[config.mk]
export PLATFORM = sky130hd
export DESIGN_NAME = adder_tree_seq
export DESIGN_NICKNAME = d
export VERILOG_FILES = /design/src/rtl/adder_tree_seq.sv
export SDC_FILE = /design/constraint.sdc
export NUM_CORES = 1
export LEC_CHECK = 0
export ABC_AREA = 1
export BUFFER_PORTS_ARGS = -buffer_cell sky130_fd_sc_hd__buf_2
export CORE_AREA = 2 2 148 150
export CTS_CLUSTER_DIAMETER = 30
export DETAILED_ROUTE_END_ITERATION = 16
export DIE_AREA = 0 0 150 152
export PLACE_DENSITY = 0.78
export SKIP_CTS_REPAIR_TIMING = 1
export SYNTH_ARGS = -nofsm -noshare
export SYNTH_HDL_FRONTEND = slang
export SYNTH_SLANG_ARGS = --single-unit
[constraint.sdc]
create_clock -name clk -period 3.33 [get_ports clk]
set_clock_uncertainty 0.05 [all_clocks]
set_input_delay 0.4995 -clock clk [delete_from_list [all_inputs] [get_ports clk]]
set_output_delay 0.4995 -clock clk [all_outputs]
set_load 0.03 [all_outputs]
[src/rtl/adder_tree_seq.sv]
// Packs a neuron's operand stream into N_OPS-lane groups for the adder tree and accumulates a saturating sign-magnitude total.
// Latency: result valid 1 + L + ceil(L/N_OPS) cycles after start (1 cycle for len=0).
// Backpressure: in_valid low stalls FILL; out_data/sat are held in DONE until out_ready.
module adder_tree_seq #(
    parameter int N_OPS = 8,
    parameter int WIDTH = 16,
    parameter int FRAC  = 10,
    parameter int LEN_W = 10
) (
    input  logic                     clk,
    input  logic                     rst,
    input  logic                     start,
    input  logic [LEN_W-1:0]         len,
    input  logic                     in_valid,
    output logic                     in_ready,
    input  logic [WIDTH-1:0]         in_data,
    output logic [N_OPS*WIDTH-1:0]   tree_operand,
    input  logic [WIDTH-1:0]         tree_sum,
    output logic                     out_valid,
    input  logic                     out_ready,
    output logic [WIDTH-1:0]         out_data,
    output logic                     sat,
    output logic                     busy
);

    localparam int IDX_W = (N_OPS > 1) ? $clog2(N_OPS) : 1;
    localparam int MAG_W = WIDTH - 1;
    localparam logic [MAG_W-1:0] MAG_MAX = {MAG_W{1'b1}};

    if (FRAC < 0 || FRAC >= WIDTH || N_OPS < 1) begin : g_bad_param
        $error("adder_tree_seq: FRAC must lie in [0, WIDTH) and N_OPS must be >= 1");
    end

    typedef enum logic [1:0] {
        IDLE = 2'd0,
        FILL = 2'd1,
        SUM  = 2'd2,
        DONE = 2'd3
    } state_t;

    state_t             state;
    state_t             state_nxt;
    logic [IDX_W-1:0]   idx;
    logic [LEN_W-1:0]   remaining;
    logic [WIDTH-1:0]   acc;
    logic               fill_hs;
    logic               last_lane;
    logic               last_op;

    logic [MAG_W-1:0]   a_mag;
    logic [MAG_W-1:0]   b_mag;
    logic               a_neg;
    logic               b_neg;
    logic [MAG_W:0]     mag_sum;
    logic [WIDTH-1:0]   add_res;
    logic               add_ovf;

    assign out_data  = acc;
    assign fill_hs   = (state == FILL) && in_valid;
    assign last_lane = (idx == IDX_W'(N_OPS - 1));
    assign last_op   = (remaining == LEN_W'(1));

    always_ff @(posedge clk) begin
        if (rst) begin
            state <= IDLE;
        end else begin
            state <= state_nxt;
        end
    end

    always_comb begin
        state_nxt = state;
        in_ready  = 1'b0;
        out_valid = 1'b0;
        busy      = (state != IDLE);
        case (state)
            IDLE: begin
                if (start) begin
                    state_nxt = (len != '0) ? FILL : DONE;
                end
            end
            FILL: begin
                in_ready = 1'b1;
                if (in_valid && (last_lane || last_op)) begin
                    state_nxt = SUM;
                end
            end
            SUM: begin
                state_nxt = (remaining == '0) ? DONE : FILL;
            end
            DONE: begin
                out_valid = 1'b1;
                if (out_ready) begin
                    state_nxt = IDLE;
                end
            end
            default: state_nxt = IDLE;
        endcase
    end

    // Negative zero on either side is folded to +0 before the sign compare.
    always_comb begin
        a_mag   = acc[MAG_W-1:0];
        b_mag   = tree_sum[MAG_W-1:0];
        a_neg   = acc[WIDTH-1] && (a_mag != '0);
        b_neg   = tree_sum[WIDTH-1] && (b_mag != '0);
        mag_sum = {1'b0, a_mag} + {1'b0, b_mag};
        add_res = '0;
        add_ovf = 1'b0;
        if (a_neg == b_neg) begin
            if (mag_sum[MAG_W]) begin
                add_res = {a_neg, MAG_MAX};
                add_ovf = 1'b1;
            end else begin
                add_res = {a_neg, mag_sum[MAG_W-1:0]};
            end
        end else if (a_mag > b_mag) begin
            add_res = {a_neg, a_mag - b_mag};
        end else if (b_mag > a_mag) begin
            add_res = {b_neg, b_mag - a_mag};
        end
    end

    always_ff @(posedge clk) begin
        if (rst) begin
            tree_operand <= '0;
            acc          <= '0;
            idx          <= '0;
            remaining    <= '0;
            sat          <= 1'b0;
        end else begin
            case (state)
                IDLE: begin
                    if (start) begin
                        tree_operand <= '0;
                        acc          <= '0;
                        idx          <= '0;
                        remaining    <= len;
                        sat          <= 1'b0;
                    end
                end
                FILL: begin
                    if (fill_hs) begin
                        for (int k = 0; k < N_OPS; k++) begin
                            if (idx == IDX_W'(k)) begin
                                tree_operand[k*WIDTH +: WIDTH] <= in_data;
                            end
                        end
                        idx       <= idx + IDX_W'(1);
                        remaining <= remaining - LEN_W'(1);
                    end
                end
                SUM: begin
                    acc          <= add_res;
                    tree_operand <= '0;
                    idx          <= '0;
                    if (add_ovf) begin
                        sat <= 1'b1;
                    end
                end
                default: ;
            endcase
        end
    end

endmodule

==> metrics.txt, run 1 <==
simple-gate share of the synthesized area 0.299; routed length per instance about 16 µm; Num CTS Buffers 17; Worst Setup SP out_data[9]$_SDFFE_PP0P_; post-synth top area share 0.339; Post-synth EDFFs 0; CTS root buffer clkbuf_16; core area about 21000 µm²; worst hold path type input pin to register; ratio of cells with drive above 1 in the final layout 0.167; Min-Delay Endpoint remaining[2]$_SDFFE_PP0P_; dominant cell by count in the synthesized netlist nand2_1; setup slack, reg-to-reg around 0.59 ns; number of routed nets with antenna violations 0; worst skew pair latency ~0.42 ns; final setup fails 0; Placer Congestion about 1; DR vias about 9900; post-synth top area cell dfxtp_1; TNS Setup 0 ns; Post-DP Area 10500 µm²; unrepaired setup endpoints after global routing no; Initial Utilization 0.443; Initial DRC Count between 700 and 800; DRC viols 0; hold path depth 3; Slew headroom 0.217; worst setup margin approximately 0.59 ns; CTS tree built; DR vias/cell 5.27; Clock Tree Buf Depth 2; Die Height 152 µm; crit path DAT about 3 ns; die width about 150 µm; Register Area 3200 µm²; Clk pin slew, worst setup/hold paths 0.07 ns; Fmax approximately 360 MHz; synthesized area per cell 6.62 µm²; # H-tree levels 4; worst r2r src out_data[9]$_SDFFE_PP0P_; largest family of logic cells by synthesized area simple AND/OR/NAND/NOR gates; Pleak between 5 and 6 nW; worst reg2reg path endpoint out_data[10]$_SDFFE_PP0P_; row cnt 54; GRT Util Overall 0.271; first-pass iteration count of the detailed router 5; Max Cap Violations 0; Crit. End Element register; Synth Area in Compound Gates 0.157; post-synthesis mux area share 0; post-synthesis adder-cell area fraction 0.0845; total wire length ~31000 µm; reg2reg path depth 13; fin crit share 0.823; Peak VDD IR roughly 0.42 mV; largest net degree at the start of global routing 60; Synth Area in XOR/XNOR 0.0176; filler instances 2128; Top Ports 195; PD cells 538 nW/µm²; vias in the first global route 9530; Synth Register Bits between 150 and 200; Most common cell on crit path nand2_1; CTS Sinks 160; crit path launch type register; Syn Inst Count approximately 1400; detailed placement HPWL between 20000 and 25000 µm; Unique masters post-synth 40; Post-Place Setup Slack between 0.3 and 0.4 ns; Setup CP Type register to register; CP Max Fanout 12; slowest cell on the critical path ha_1; hold path startpoint len[2]; Overall Power 5.99 mW; multi-input logic area approximately 5300 µm²; Syn Std Cell Area between 9000 and 10000 µm²; status completed; Async SR Flop Fraction 0; port bufs a little under 200; worst-margin pin slew roughly 1.2 ns; fin. max-slew vios 0; fin area around 11000 µm²; worst path required time between 3 and 4 ns; Largest stage delay, worst path 0.61 ns; register area share after synthesis 0.339; Non-Filler Instances 1881; Hold Violations, Final 0; first-pass GRT wire length a little under 50000 µm; Die ar. 22800 µm²; synthesis-to-finish area growth 17.9%; Yosys warning count 0; NumNets Final around 1700; post-route minimum period between 2 and 3 ns; syn_nets 1536; Post-synth top flop dfxtp_1; top cells by instance count after synthesis nand2_1, a21oi_1, inv_1, dfxtp_1, nand3_1; worst path cell trace ha_1 > nand2_1 > inv_1 > nand2_1 > nor3_1 > nand2_1 > nand2_2 > nand2_2 > inv_2 > nand3_1 > nand3_1 > nand2_1 > a21oi_1; antenna violations before repair 2; total gr overflow 0; Placed Cells incl. Taps about 1800; Area contributors post-synth dfxtp_1, nand2_1, a21oi_1
==> worst max-delay path by stage <==
stage,slack (ns),endpoint,depth (start not counted)
6_report,0.59,out_data[10]$_SDFFE_PP0P_,13
5_1_grt,0.34,out_data[8]$_SDFFE_PP0P_,13
4_1_cts,0.63,out_data[10]$_SDFFE_PP0P_,13
3_5_place_dp,0.40,out_data[10]$_SDFFE_PP0P_,15
3_3_place_gp,0.45,out_data[10]$_SDFFE_PP0P_,15
2_1_floorplan,1.08,out_data[3]$_SDFFE_PP0P_,14
==> routing by layer <==
metal	vias up	GRT usage	share of wire
met2	413	0.457	0.48
li1	4906	-	-
met1	4522	0.327	0.41
met4	0	0.118	0.038
met5	-	0	0
met3	79	0.0640	0.078
==> placed cells by master (no fill, tap or decap), types with 2 or more instances in the layout <==
cell / count
a211oi_1: 9
a21o_1: 2
a21oi_1: 173
a31oi_1: 3
and2_1: 6
buf_2: 193
buf_4: 13
clkbuf_16: 17
clkinv_8: 2
clkinvlp_4: 2
dfxtp_1: 160
fa_1: 3
ha_1: 59
inv_1: 162
inv_2: 9
inv_6: 4
inv_8: 4
nand2_1: 378
nand2_2: 5
nand2_4: 2
nand3_1: 133
nand3_2: 2
nand3b_1: 2
nand4_1: 11
nor2_1: 110
nor2_2: 3
nor2_4: 5
nor3_1: 7
nor4_1: 2
o211ai_1: 5
o21ai_0: 79
o21ai_1: 2
o21bai_1: 3
xor2_1: 19
==> worst max-delay path, delay by kind of cell, from the launching register on <==
| family | cells | cell delay (ns) |
|---|---|---|
| compound gates | 1 | 0.12 |
| fa+ha+maj | 1 | 0.61 |
| simple gates | 9 | 1.16 |
| buf+inv | 2 | 0.34 |
| flops | 1 | 0.39 |
==> where the power goes <==
part           internal (mW)  switching, mW
registers               2.11          0.113
clock network           1.09          0.881
logic                  0.479           1.31
total                   3.68           2.31
==> per-stage QoR <==
step	utilization	hold slack, ns
floorplan	-	0.421
global placement	0.493	0.396
detailed placement	0.493	0.400
CTS	0.522	0.321
global route	0.522	0.346
finish	0.522	0.334
==> state kept, by name, summed over array words and instances, names as in the netlist <==
| name | flops |
|---|---|
| idx | 3 |
| remaining | 10 |
| state | 2 |
| sat | 1 |
| out_data | 16 |
| tree_operand | 128 |
==> cell families (layout without fill, tap and decap cells) <==
family                     after synthesis  count (layout)
and+or+nand+nor                        667             667
AOI/OAI and AO/OA                      282             282
buffers and inverters                  237             410
DFF                                    160             160
adders and majority gates               62              62
xor gates and xnor gates                19              19
other                                    0               1
==> area by class of cell <==
class,count,area share
Multi-Input combinational cell,1030,0.473
Sequential cell,160,0.287
Timing Repair Buffer,206,0.0954
Inverter,172,0.0579
Clock buffer,18,0.0394
Tap cell,280,0.0314
Clock inverter,14,0.0149
Antenna cell,1,0.000225
Power figures use the tool's default switching activity.
==> run 2: changes to the inputs <==
--- a/config.mk
+++ b/config.mk
@@ -5,12 +5,12 @@
 export SDC_FILE = /design/constraint.sdc
 export NUM_CORES = 1
 export LEC_CHECK = 0
-export ABC_AREA = 1
+export ABC_AREA = 0
 export BUFFER_PORTS_ARGS = -buffer_cell sky130_fd_sc_hd__buf_2
-export CORE_AREA = 2 2 148 150
+export CORE_AREA = 2 2 143 145
 export CTS_CLUSTER_DIAMETER = 30
 export DETAILED_ROUTE_END_ITERATION = 16
-export DIE_AREA = 0 0 150 152
+export DIE_AREA = 0 0 145 147
 export PLACE_DENSITY = 0.78
 export SKIP_CTS_REPAIR_TIMING = 1
 export SYNTH_ARGS = -nofsm -noshare
==> constraint.sdc (replaced) <==
create_clock -name clk -period 2.53 [get_ports clk]
set_clock_uncertainty 0.05 [all_clocks]
set_input_delay 0.3795 -clock clk [delete_from_list [all_inputs] [get_ports clk]]
set_output_delay 0.3795 -clock clk [all_outputs]
set_load 0.03 [all_outputs]
==> metrics.txt, run 2 <==
Setup CP Type register to register; CTS tree built; most common cell after layout, fill and taps aside nor2_1; worst hold path type input pin to register; Unique masters post-synth 69 (+73%); worst setup margin -0.260 ns (-0.848 ns); status finished with violations; Fmax 358 MHz (-1.7%); unrepaired setup endpoints after global routing yes; fin area 12200 µm² (+9.3%); Post-DP Area 11200 µm² (+5.9%); Num CTS Buffers 17 (unchanged); DRC viols 0 (unchanged); Max Cap Violations 0 (unchanged); DR vias 9090 (-8.4%); Die ar. 21300 µm² (-6.5%); post-synth top area share 0.367 (+0.0284); Slew headroom 0.183 (-0.0341); # H-tree levels 4 (unchanged); Min-Delay Endpoint remaining[0]$_SDFFE_PP0P_; syn_nets 1200 (-22%); detailed placement HPWL 21800 µm (-7.2%); Crit. End Element register; Post-synth top flop dfxtp_1; final core occ 0.614 (+0.0921); Top Ports 195 (unchanged); number of routed nets with antenna violations 0 (unchanged); CP bufs+invs 1 (-1); slowest cell on the critical path or4_4; worst r2r src out_data[6]$_SDFFE_PP0P_; Async SR Flop Fraction 0 (unchanged); CTS Sinks 160 (unchanged); Internal Power 4.84 mW (+32%); CTS root buffer clkbuf_16; hold path startpoint len[0]; register area share after synthesis 0.367 (+0.0284); worst path required time 2.80 ns (-0.82 ns); CP Max Fanout 8 (-4); Syn Inst Count 1091 (-24%); port bufs 194 (unchanged); routed length per instance 17.7 µm (+7.7%); post-synth top area cell dfxtp_1; worst path cell trace ha_4 > nor2b_4 > or4_4 > o2111ai_4 > a2111oi_4 > o41ai_2 > and2_4 > buf_12 > a21oi_1 > a32o_1; Largest stage delay, worst path 0.44 ns (-0.17 ns); crit path DAT 3.06 ns (+0.03 ns); Area contributors post-synth dfxtp_1, nor2_1, ha_1; Min Hold Slack 0.183 ns (-0.150 ns); die width 145 µm (-3.3%); dominant cell by count in the synthesized netlist nor2_1; Most flops, register tree_operand; top cells by instance count after synthesis nor2_1, dfxtp_1, a21oi_1, ha_1, inv_1; PD cells 627 nW/µm² (+17%); Sw Share 0.366 (-0.0194); Hold Violations, Final 0 (unchanged); Comb pwr share 0.286 (-0.013); synthesized area per cell 7.99 µm² (+21%); row cnt 52 (-3.7%); antenna violations before repair 2 (unchanged); setup slack, reg-to-reg -0.26 ns (-0.85 ns); Initial Utilization 0.439 (-0.00316); hold path depth 3 (unchanged); worst skew pair latency 0.43 ns (about the same); Placer Congestion 0.950 (-5.0%); sequential power share 0.361 (-0.010); NumNets Final 1504 (-11%); Post-Place Setup Slack -0.415 ns (-0.810 ns); total gr overflow 0 (unchanged); first-pass GRT wire length 45300 µm (-8.0%); worst reg2reg path endpoint out_data[5]$_SDFFE_PP0P_; synthesis-to-finish area growth 39.7%; fin crit share 1.10 (+0.279); Initial DRC Count 569 (-28%); Clk pwr share 0.353 (+0.023); ratio of cells with drive above 1 in the final layout 0.362 (+0.195); Clk pin slew, worst setup/hold paths 0.08 ns (about the same); first-pass iteration count of the detailed router 6 (+1); post-route minimum period 2.79 ns (+0.0481 ns); Die Height 147 µm (-3.3%); most frequent cells in the layout nor2_1, buf_2, buf_4, dfxtp_1, a21oi_1; max reg flops 128 (unchanged); Levels on crit path 10 (-3); DR vias/cell 5.41 (+2.7%); largest net degree at the start of global routing 146 (+140%); failing checks negative setup slack; NetSw 2.79 mW (+21%); reg2reg path depth 10 (-3); vias in the first global route 8568 (-10%); total wire length 29700 µm (-3.9%); Peak VDD IR 0.482 mV (+14%); worst-margin pin slew 1.22 ns (+0.0552 ns); Post-synth EDFFs 0 (unchanged); Yosys warning count 0 (unchanged); Synth Register Bits 160 (unchanged); Clock Tree Buf Depth 2 (unchanged); Pleak 5.61 nW (-0.14%); family with the most delay on the worst path compound AO/OA/AOI/OAI gates; Syn Std Cell Area 8720 µm² (-7.7%); crit path launch type register; final setup fails 16 (+16); fin. max-slew vios 0 (unchanged); GRT Util Overall 0.264 (-0.00656); core area 19800 µm² (-7.1%)
run 2: cell types whose count changed in the layout (fill, tap and decap cells not counted), moves of 23 or more:
cell / previous run / this run
nand2_1: 378 / 45
nor2_1: 110 / 257
buf_4: 13 / 155
nand3_1: 133 / 9
inv_1: 162 / 48
o21ai_0: 79 / 16
mux2i_1: 0 / 49
a21oi_1: 173 / 125
ha_1: 59 / 36
run 2: through the flow:
stage	TNS, ns	instances	power, mW
6_report	-2.49	1679	7.64
5_1_grt	-3.56	1678	7.93
4_1_cts	-2.89	1670	7.54
3_5_place_dp	-5.65	1638	4.86
3_3_place_gp	-5.03	1638	4.83
2_1_floorplan	-1.20	1091	4.16
run 2: worst max path at each step:
stage,startpoint,to,slack (ns)
4_1_cts,out_data[0]$_SDFFE_PP0P_,out_data[14]$_SDFFE_PP0P_,-0.29
3_5_place_dp,tree_sum[0],out_data[14]$_SDFFE_PP0P_,-0.41
2_1_floorplan,out_data[6]$_SDFFE_PP0P_,out_data[5]$_SDFFE_PP0P_,-0.15
5_1_grt,out_data[6]$_SDFFE_PP0P_,out_data[9]$_SDFFE_PP0P_,-0.33
6_report,out_data[6]$_SDFFE_PP0P_,out_data[5]$_SDFFE_PP0P_,-0.26
3_3_place_gp,tree_sum[6],out_data[9]$_SDFFE_PP0P_,-0.38
run 2: routing by layer:
layer	vias up	wire (µm)	GRT usage
li1	4368	-	-
met1	4276	12100	0.322
met2	395	14500	0.462
met3	51	2510	0.0680
met4	0	584	0.0752
met5	-	0	0
run 2: cell type report:
| cell class | instances | area (µm²) |
|---|---|---|
| inverters | 55 | 214 |
| diodes | 1 | 2.50 |
| clock buffers | 17 | 425 |
| flip-flops and latches | 160 | 3260 |
| fillers | 1695 | 7660 |
| well taps | 270 | 338 |
| multi-input cells | 804 | 5480 |
| clock inverters | 15 | 204 |
| repair buffers | 357 | 2270 |
run 2: worst register-to-register path: stages (launching register included):
cell and delay, ns:
dfxtp_4 0.37, ha_4 0.30, nor2b_4 0.04, or4_4 0.44, o2111ai_4 0.27, a2111oi_4 0.13, o41ai_2 0.36, and2_4 0.25
buf_12 0.13, a21oi_1 0.07, a32o_1 0.28
run 2: power by group through the flow:
stage / registers [mW] / logic (mW) / clock network [mW]
after floorplan: 3.02 / 1.14 / 0
after global placement: 2.80 / 2.03 / 0
after detailed placement: 2.81 / 2.06 / 0
after CTS: 2.75 / 2.07 / 2.72
after global routing: 2.77 / 2.35 / 2.81
final: 2.75 / 2.19 / 2.70
run 2: cells by family (layout without fill, tap and decap cells):
kind of cell / after synthesis / in the layout / share of synthesized area
adders and majority gates: 62 / 62 / 0.0915
muxes: 49 / 49 / 0.0562
other: 0 / 1 / 0
buffers and inverters: 127 / 444 / 0.0640
DFF: 160 / 160 / 0.367
and+or+nand+nor: 399 / 399 / 0.198
AOI/OAI and AO/OA: 278 / 278 / 0.206
xor gates and xnor gates: 16 / 16 / 0.0161
